File: config.mk
export PLATFORM = sky130hd
export DESIGN_NAME = adat_rx_frame_parser_param
export DESIGN_NICKNAME = d
export VERILOG_FILES = /design/src/rtl/adat_rx_frame_parser_param.sv
export SDC_FILE = /design/constraint.sdc
export NUM_CORES = 1
export LEC_CHECK = 0
export CAP_MARGIN = 30
export CORE_ASPECT_RATIO = 0.9
export CORE_UTILIZATION = 45
export DETAILED_ROUTE_END_ITERATION = 16
export DONT_BUFFER_PORTS = 1
export MAX_ROUTING_LAYER = met4
export PLACE_DENSITY = 0.64
export SYNTH_ARGS = -nofsm -noshare
export SYNTH_HDL_FRONTEND = slang
export SYNTH_SLANG_ARGS = --single-unit
File: constraint.sdc
create_clock -name i_clk -period 12.95 [get_ports i_clk]
set_input_delay 3.885 -clock i_clk [delete_from_list [all_inputs] [get_ports i_clk]]
set_output_delay 3.885 -clock i_clk [all_outputs]
set_load 0.01 [all_outputs]
File: src/rtl/adat_rx_frame_parser_param.sv
//==============================================================================
// Module      : adat_rx_frame_parser_param
// Description : Parametrised ADAT frame parser. Consumes variable-width bit
//               beats from the bit decoder, checks the separator bit of every
//               5-bit group, extracts the user nibble and NUM_CH samples, and
//               maps physical channels onto logical channel/phase for S/MUX.
//               Optional statistics counter: define ADAT_RX_PARSER_STATS_EN
//               to add o_err_frames.
//               Frame layout: 5-bit user group, then NUM_CH*NIB 5-bit groups
//               (separator first, then 4 data bits MSB first).
// Revision    : 1.0 - initial release
//==============================================================================
`default_nettype none

module adat_rx_frame_parser_param #(
  parameter int NUM_CH      = 8,
  parameter int SAMPLE_BITS = 24,
  parameter int MAX_IN      = 5
) (
  input  logic                   i_clk,
  input  logic                   i_rst,
  input  logic [MAX_IN-1:0]      i_bits,
  input  logic [2:0]             i_bit_count,
  input  logic                   i_valid,
  input  logic                   i_sync,
  input  logic [1:0]             i_smux,
`ifdef ADAT_RX_PARSER_STATS_EN
  output logic [15:0]            o_err_frames,
`endif
  output logic [3:0]             o_user,
  output logic [SAMPLE_BITS-1:0] o_data,
  output logic [2:0]             o_channel,
  output logic [1:0]             o_phase,
  output logic                   o_data_valid,
  output logic                   o_frame_done,
  output logic                   o_sep_err,
  output logic                   o_frame_err
);

  localparam int NIB = SAMPLE_BITS / 4;
  localparam int NW  = (NIB > 1) ? $clog2(NIB) : 1;

  localparam logic [1:0] ST_IDLE = 2'd0;
  localparam logic [1:0] ST_USER = 2'd1;
  localparam logic [1:0] ST_DATA = 2'd2;
  localparam logic [1:0] ST_DONE = 2'd3;

  logic [1:0]             state;
  logic                   sync_q;
  logic [2:0]             grp_q;    // position inside the current 5-bit group
  logic [NW-1:0]          nib_q;    // nibbles already collected for this sample
  logic [2:0]             ch_q;     // physical channel being assembled
  logic [SAMPLE_BITS-1:0] shift_q;

  logic sync_rise;
  logic active;
  logic illegal;
  logic accept;

  assign sync_rise = i_sync & ~sync_q;
  assign active    = sync_rise || (state == ST_USER) || (state == ST_DATA);
  assign illegal   = i_valid && (i_bit_count > 3'(MAX_IN));
  assign accept    = active && i_sync && i_valid && !illegal && (i_bit_count != 3'd0);

  // Next-state walk of the beat: bits are consumed serially, earliest first
  logic [2:0]             g;
  logic [NW-1:0]          n;
  logic [2:0]             c;
  logic [SAMPLE_BITS-1:0] sh;
  logic                   in_user;
  logic                   stop;
  logic                   sep_bad;
  logic                   user_done;
  logic [3:0]             user_val;
  logic                   smp_done;
  logic [SAMPLE_BITS-1:0] smp_val;
  logic [2:0]             smp_ch;
  logic                   last_smp;

  // Walk every valid bit of the beat through the group/nibble/channel counters
  always_comb begin
    // A sync rise restarts the frame so a coincident beat lands at bit 0
    g         = sync_rise ? 3'd0 : grp_q;
    n         = sync_rise ? '0 : nib_q;
    c         = sync_rise ? 3'd0 : ch_q;
    sh        = sync_rise ? '0 : shift_q;
    in_user   = sync_rise ? 1'b1 : (state == ST_USER);
    stop      = 1'b0;
    sep_bad   = 1'b0;
    user_done = 1'b0;
    user_val  = 4'd0;
    smp_done  = 1'b0;
    smp_val   = '0;
    smp_ch    = 3'd0;
    last_smp  = 1'b0;
    for (int k = 0; k < MAX_IN; k++) begin
      if (accept && (k < int'(i_bit_count)) && !stop) begin
        if (g == 3'd0) begin
          if (!i_bits[k]) sep_bad = 1'b1;
          g = 3'd1;
        end else begin
          sh = {sh[SAMPLE_BITS-2:0], i_bits[k]};
          if (g == 3'd4) begin
            g = 3'd0;
            if (in_user) begin
              user_done = 1'b1;
              user_val  = sh[3:0];
              in_user   = 1'b0;
            end else if (n == NW'(NIB - 1)) begin
              n        = '0;
              smp_done = 1'b1;
              smp_val  = sh;
              smp_ch   = c;
              if (c == 3'(NUM_CH - 1)) begin
                // Trailing bits of the completing beat are not frame bits
                last_smp = 1'b1;
                stop     = 1'b1;
              end else begin
                c = c + 3'd1;
              end
            end else begin
              n = n + NW'(1);
            end
          end else begin
            g = g + 3'd1;
          end
        end
      end
    end
  end

  logic [2:0] map_ch;
  logic [1:0] map_ph;

  // Physical-to-logical channel mapping; reserved mode behaves as normal
  always_comb begin
    map_ch = smp_ch;
    map_ph = 2'd0;
    case (i_smux)
      2'd1: begin
        map_ch = {1'b0, smp_ch[2:1]};
        map_ph = {1'b0, smp_ch[0]};
      end
      2'd2: begin
        map_ch = {2'b00, smp_ch[2]};
        map_ph = smp_ch[1:0];
      end
      default: ;
    endcase
  end

  // Frame state, counters and registered outputs
  always_ff @(posedge i_clk or posedge i_rst) begin
    if (i_rst) begin
      state        <= ST_IDLE;
      sync_q       <= 1'b0;
      grp_q        <= 3'd0;
      nib_q        <= '0;
      ch_q         <= 3'd0;
      shift_q      <= '0;
      o_user       <= 4'd0;
      o_data       <= '0;
      o_channel    <= 3'd0;
      o_phase      <= 2'd0;
      o_data_valid <= 1'b0;
      o_frame_done <= 1'b0;
      o_sep_err    <= 1'b0;
      o_frame_err  <= 1'b0;
    end else begin
      sync_q       <= i_sync;
      o_data_valid <= 1'b0;
      o_frame_done <= 1'b0;
      o_frame_err  <= 1'b0;
      if (!i_sync) begin
        state <= ST_IDLE;
      end else if (active) begin
        grp_q       <= g;
        nib_q       <= n;
        ch_q        <= c;
        shift_q     <= sh;
        o_frame_err <= illegal;
        if (sync_rise)    o_sep_err <= sep_bad;
        else if (sep_bad) o_sep_err <= 1'b1;
        if (last_smp)       state <= ST_DONE;
        else if (user_done) state <= ST_DATA;
        else if (sync_rise) state <= ST_USER;
        if (user_done) o_user <= user_val;
        if (smp_done) begin
          o_data       <= smp_val;
          o_channel    <= map_ch;
          o_phase      <= map_ph;
          o_data_valid <= 1'b1;
          o_frame_done <= last_smp;
        end
      end else if (state == ST_DONE) begin
        o_frame_err <= i_valid && (i_bit_count != 3'd0);
      end
    end
  end

`ifdef ADAT_RX_PARSER_STATS_EN
  logic had_err;
  logic had_next;
  logic sep_next;

  assign had_next = sync_rise ? illegal : (had_err | illegal);
  assign sep_next = sync_rise ? sep_bad : (o_sep_err | sep_bad);

  // Saturating count of completed frames that carried any error
  always_ff @(posedge i_clk or posedge i_rst) begin
    if (i_rst) begin
      had_err      <= 1'b0;
      o_err_frames <= 16'd0;
    end else if (i_sync && active) begin
      had_err <= had_next;
      if (last_smp && (sep_next || had_next) && (o_err_frames != 16'hFFFF))
        o_err_frames <= o_err_frames + 16'd1;
    end
  end
`endif

endmodule

`default_nettype wire

Word-level counts from Yosys, hierarchy flattened
Index checks and enable logic that the tools add are counted.

storage, ports and cells
  output and inout port bits = 37
  register bits after elaboration = 73

operators by class
  bitwise logic cells = 2
  equal/unequal tests = 22
  $lt $le $gt $ge = 6
  muxes and demuxes = 275
  reductions and logical operators = 34
  add/subtract/negate cells = 15

operator list
  cell                   number
  $mux W24               36
  $mux W3                98
  $mux W1                114
  $mux W4                20
  $add A3 B1 Y3 const B  15
  $eq A3 B3 Y1 const B   15
  $logic_and A1 B1 Y1    15
  $logic_not A3 Y1       5
  $mux W2                5
  $reduce_and A3 Y1      3
  $eq A2 B2 Y1 const B   3
  $lt A1 B3 Y1 const A   2
  $lt A2 B3 Y1 const A   2
  $pmux W3 S2            1
  $logic_not A1 Y1       5
  $eq A2 B1 Y1 const B   2
  $ne A4 B1 Y1 const B   1
  $pmux W2 S2            1
  $reduce_and A2 Y1      2
  $gt A3 B3 Y1 const B   1
  $lt A3 B3 Y1 const A   1
  $reduce_bool A3 Y1     1
  $logic_or A1 B1 Y1     2
  $ne A2 B1 Y1 const B   1
  other kinds (3)        3

Depth between registers and ports, before layout
  depth after elaboration = 41
  gate-level depth with buffers = 35
  gate-level depth less buffers = 29

Worst setup path before layout
Ideal clock, no wire load.

  kind = input to register
  start = in i_sync
  end = reg ch_q[1]
  arrival = 10.010 ns
  library setup time = 0.125 ns
  data required time = 12.825 ns
  setup slack = 2.815 ns
  cell stages on the path = 31
  cell sequence = nand2b_1 -> buf_2 -> buf_1 -> nand2_1 -> ha_1 -> buf_2 -> and4b_1 -> and4_1 -> mux2i_1 -> ha_1 -> nand4b_1 -> nor2_1 -> nor4b_4 -> o211a_1 -> clkbuf_1 -> nand2_1 -> mux2_2 -> ha_1 -> o21ai_0 -> o21ai_1 -> a21oi_1 -> clkbuf_1 -> o21ai_0 -> o21ai_0 -> ha_1 -> nand3_1 -> a21o_1 -> or4_1 -> buf_2 -> o21bai_4 -> mux2_4

between the ends
  cells in the longest elaborated chain, start to end = 37
  elaborated cells between the ends (all ways) = 156
  classes of those cells = 13 x add/sub; 15 x eq/ne; 102 x mux; 1 x bitwise; 25 x reduce/logical

RTL lines
  what                                                   RTL line  source
  from (decl)                                            25        input logic i_sync,
  $and A1 B1 Y1                                          60        assign sync_rise = i_sync & ~sync_q;
  $mux W3 / $logic_or A1 B1 Y1 (equally long branches)   85, 61
  $add A3 B1 Y3, or another cell as far along            119       c = c + 3'd1;
  $mux W3 / $logic_and A1 B1 Y1 (equally long branches)  114, 63
  $mux W3 / $logic_and A1 B1 Y1 (equally long branches)  109, 63
  $mux W3 / $logic_and A1 B1 Y1 (equally long branches)  105, 63
  $mux W3 / $logic_and A1 B1 Y1 (equally long branches)  103, 63
  $mux W3 / $logic_and A1 B1 Y1 (equally long branches)  98, 97
  [21 not listed]                                        n/a
  $mux W3                                                97        if (accept && (k < int'(i_bit_count)) && !stop) begin
  $add A3 B1 Y3 / $eq A3 B3 Y1 (equally long branches)   119, 114
  $mux W3                                                114       if (c == 3'(NUM_CH - 1)) begin
  $mux W3                                                109       end else if (n == NW'(NIB - 1)) begin
  $mux W3                                                105       if (in_user) begin
  $mux W3                                                103       if (g == 3'd4) begin
  $mux W3                                                98        if (g == 3'd0) begin
  $mux W3                                                97
  to (signal assigned)                                   159       ch_q <= 3'd0;
  to (signal assigned)                                   179       ch_q <= c;
  to (decl)                                              52        logic [2:0] ch_q;

Parallel ways exist; a longest one is shown, timed or not.
A chain may end at the register's enable or synchronous reset.

Final worst setup path
  start = in i_sync
  end = reg o_data[6]

between the ends
  cells in the longest elaborated chain, start to end = 34
  elaborated cells between the ends (all ways) = 200
  classes of those cells = 11 x add/sub; 14 x eq/ne; 149 x mux; 1 x bitwise; 25 x reduce/logical

RTL lines
  what                                                                    RTL line  source
  parallel branches: the longest is 34 deep, another holds $add A3 B1 Y3  n/a
  to (signal assigned)                                                    189       o_data <= smp_val;
  to (decl)                                                               31        output logic [SAMPLE_BITS-1:0] o_data,

Several ways; the timed one is not identified.

==> flow_summary_export.csv <==
group,metric,value,unit
finish,final_util,49.89,%
clocking,cts_setup_buffers,0,
floorplan,std_cell_rows,40,
placed_design,dp_cells,885,
placed_design,place_hpwl,14380,microns
sta,post-route-period-util,84.73,%
grt,grt_max_degree,73,
pwr,p_leak,3.238,nW
grt,gr-total-overflow,0,
floorplan,die_w,126.4,microns
sta,min_period,10.97,ns
floorplan,io_pins,51,
drt,dr.pass1.iters,12,
finish,instances_no_fill,903,
setup_path,crit_family,"simple AND/OR/NAND/NOR gates",
synth,netlist_instances,747,
sta,finalSetupTns,0,ns
synth,yosys_most_used_dff,"dfrtp_1",
synth,ys.warnings.count,0,
finish,area_delta_synth_final,7.210,%
synth,postSynthAreaPerCell,8.387,sq um
finish,drive_above_1_share,10.48,%
placed_design,gp_congestion,1.007,
floorplan,die-area,14400,sq um
placed_design,port_buffers,0,
drt,avgViaCountPerCell,6.935,
placed_design,dp_slack,1.669,ns
drt,ant_nets,0,
drt,routed_wl,19970,microns
setup_path,endpoint_kind,"flip-flop",
floorplan,start_util,46.53,%
setup_path,slowest_stage,"or3_1",
pwr,powerDensity,128.6,nW/um^2
finish,final_nets,763,
sta,slew_headroom,33.27,%
grt,grt_pass1_wl,32180,microns
clocking,cts_buffers,9,
setup_path,path_buf_inv,2,
setup_path,crit_path_max_fanout,27,
clocking,clk_latency,0.35,ns
sta,clock_skew,0.01025,ns
finish,nFillCells,1281,
sta,setup_viol,0,
sta,report.final.slew_viol_count,0,
grt,antenna_found_initial,0,
synth,synth_seq_cells,72,
drt,drt_iter0_markers,1092,
grt,met2_usage,41.47,%
synth,yosysSeqAreaShare,28.76,%
sta,setup_slack,1.978,ns
setup_path,max_stage_delay,0.71,ns
grt,use_met1,41.39,%
drt,vias,6262,
sta,rsz0062_at_grt,"false",
sta,fmax,0.09114,GHz
run,maxCapViolCount,0,
synth,syn_nets,780,
setup_path,crit_type,"input pin to flip-flop",
setup_path,cpMostUsedCell,"ha_1",
synth,synth.distinct_cells,86,
drt,wl_per_cell,22.12,microns
pwr,ir_drop,0.07057,mV
synth,netlist_area,6265,sq um
clocking,htreeDepth,3,
setup_path,cp.required,13.23,ns
grt,grt_usage,29.26,%
grt,grt_util_met3,6.848,%
synth,async_flop_share,100.0,%
clocking,hold_buffers,0,
clocking,cts_root_buf,"clkbuf_16",
pwr,fin_total_pwr,0.8637,mW
finish,antennaDiodeCount,0,
sta,hold_viol,0,
floorplan,core-area,13460,sq um
clocking,cts_tree,"built",
run_status,outcome,"complete, no violations",
clocking,clk_pin_slew_worst_paths,0.06,ns
drt,drcViolationCount,0,
setup_path,startpoint_type,"input pin",
floorplan,fp.dieH,113.9,microns
clocking,cts-resized-gates,0,
sta,worst_slew_pin_slew,1.001,ns
grt,top_usage_layer,"met2",
clocking,clkSinkCount,72,
synth,synth_edf_count,0,
clocking,clock_path_buffers,2,
grt,grt_pass1_vias,5888,
worst_hold_path,min_path_type,"flip-flop to flip-flop",
setup_path,arrival,11.25,ns
==> synth_stat cells, types with 5 or more instances <==
master / instances / area (sq um)
nor2b_1: 7 / 43.79
a22oi_1: 7 / 52.55
o21a_1: 6 / 45.04
clkbuf_1: 23 / 86.33
a221o_1: 7 / 70.07
nor2_1: 50 / 187.7
nand2b_1: 5 / 31.28
o21ai_1: 11 / 55.05
and3_1: 6 / 37.54
nand2_1: 94 / 352.8
or3_1: 8 / 50.05
nor3_1: 21 / 105.1
dfrtp_1: 72 / 1802
o22ai_1: 35 / 219.0
inv_1: 26 / 97.59
o21ai_0: 37 / 185.2
a221oi_1: 21 / 183.9
mux2_2: 7 / 78.83
o211ai_1: 13 / 97.59
a21o_1: 25 / 187.7
ha_1: 19 / 237.7
a222oi_1: 25 / 250.2
or2_2: 7 / 43.79
nand3_1: 19 / 95.09
and2_1: 5 / 31.28
mux2i_1: 38 / 380.4
a21oi_1: 28 / 140.1
buf_2: 14 / 70.07
xnor2_1: 5 / 43.79
==> registers in the layout, indices dropped and copies added (netlist names) <==
| signal | count |
|---|---|
| o_user | 4 |
| ch_q | 3 |
| o_data | 24 |
| o_phase | 2 |
| o_sep_err | 1 |
| o_frame_done | 1 |
| grp_q | 3 |
| o_frame_err | 1 |
| nib_q | 3 |
| o_data_valid | 1 |
| state | 2 |
| sync_q | 1 |
| o_channel | 3 |
| shift_q | 23 |
==> layer usage <==
layer,vias to the layer above,part of all wire [%]
li1,2870,-
met1,2994,47
met2,368,41
met3,30,9.9
met4,0,1.8
met5,-,0
==> kinds of logic (layout without fill, tap and decap cells) <==
group,Yosys count,after routing,share of synthesized area [%]
compound gates,275,275,33.09
buf+inv,70,58,4.773
mux,46,46,7.569
flops,72,72,28.76
fa+ha+maj,19,19,3.795
xor+xnor,10,10,1.518
simple gates,255,255,20.49
==> report_power, final <==
part,internal (mW),leakage [nW],switching (mW)
Clock,0.135,0.139,0.101
Combinational,0.112,2.12,0.212
Sequential,0.255,0.977,0.0488
==> area by class of cell <==
| type | count | area (sq um) | share of cell area [%] |
|---|---|---|---|
| clock buffer | 11 | 242.7 | 3.614 |
| sequential | 72 | 1802 | 26.83 |
| inverter | 26 | 98.84 | 1.472 |
| clock inverter | 5 | 32.53 | 0.4844 |
| multi-input combinational | 605 | 4183 | 62.28 |
| tap | 168 | 210.2 | 3.130 |
| timing repair buffer | 16 | 147.6 | 2.198 |
==> path summary, 6_finish.rpt <==
kind,from,endpoint,slack [ns],depth (start not counted)
worst max-delay path,i_sync,o_data[6],1.98,27
worst min-delay path,o_phase[0],o_phase[0],0.54,2
max in group asynchronous,i_rst,shift_q[8],9.04,3
min in group asynchronous,i_rst,o_data[11],3.36,2
worst min register to register,o_phase[0],o_phase[0],0.54,2
worst max register to register,sync_q,o_data[6],4.82,27
==> cells in the final DEF (no fill, tap or decap), drive strengths merged, types with 7 or more instances in the layout <==
cell	synthesis	layout
nor2b	7	7
o21ai	49	49
o22ai	35	35
nor3	22	22
mux2	8	8
or2	9	9
clkbuf	23	11
nand2	94	94
ha	19	19
dfrtp	72	72
a222oi	25	25
nand3	20	20
a22oi	7	7
buf	21	16
a221o	7	7
nor2	52	52
inv	26	25
o211ai	14	14
mux2i	38	38
a21oi	31	31
or3	8	8
a221oi	21	21
a21o	26	26
==> per-stage QoR <==
| step | hold slack, ns | area [sq um] |
|---|---|---|
| 2_1_floorplan | 0.5070 | 6265 |
| 3_3_place_gp | 0.5298 | 6399 |
| 3_5_place_dp | 0.5337 | 6399 |
| 4_1_cts | 0.5464 | 6674 |
| 5_1_grt | 0.5566 | 6716 |
| 6_report | 0.5412 | 6716 |
==> worst reg2reg max path, stage by stage (launching register included) <==
cell and delay, ns:
dfrtp_1 0.52, nand2b_1 0.58, nand2_1 0.28, ha_1 0.36
and4b_1 0.26, and4_1 0.28, mux2i_1 0.35, ha_1 0.26
nand4b_1 0.10, nor2_1 0.10, nor4b_4 0.36, o211a_1 0.22
buf_4 0.31, nand2_1 0.16, xor2_1 0.18, inv_1 0.14
ha_1 0.19, o21ai_0 0.19, nor4_1 0.61, nor2_1 0.19
o21ai_0 0.40, ha_1 0.31, nand3_1 0.12, a21oi_1 0.20
nand3_1 0.21, or3_1 0.71, o22ai_1 0.37, a21o_1 0.12
No activity file was read; power rests on OpenSTA's default activity.
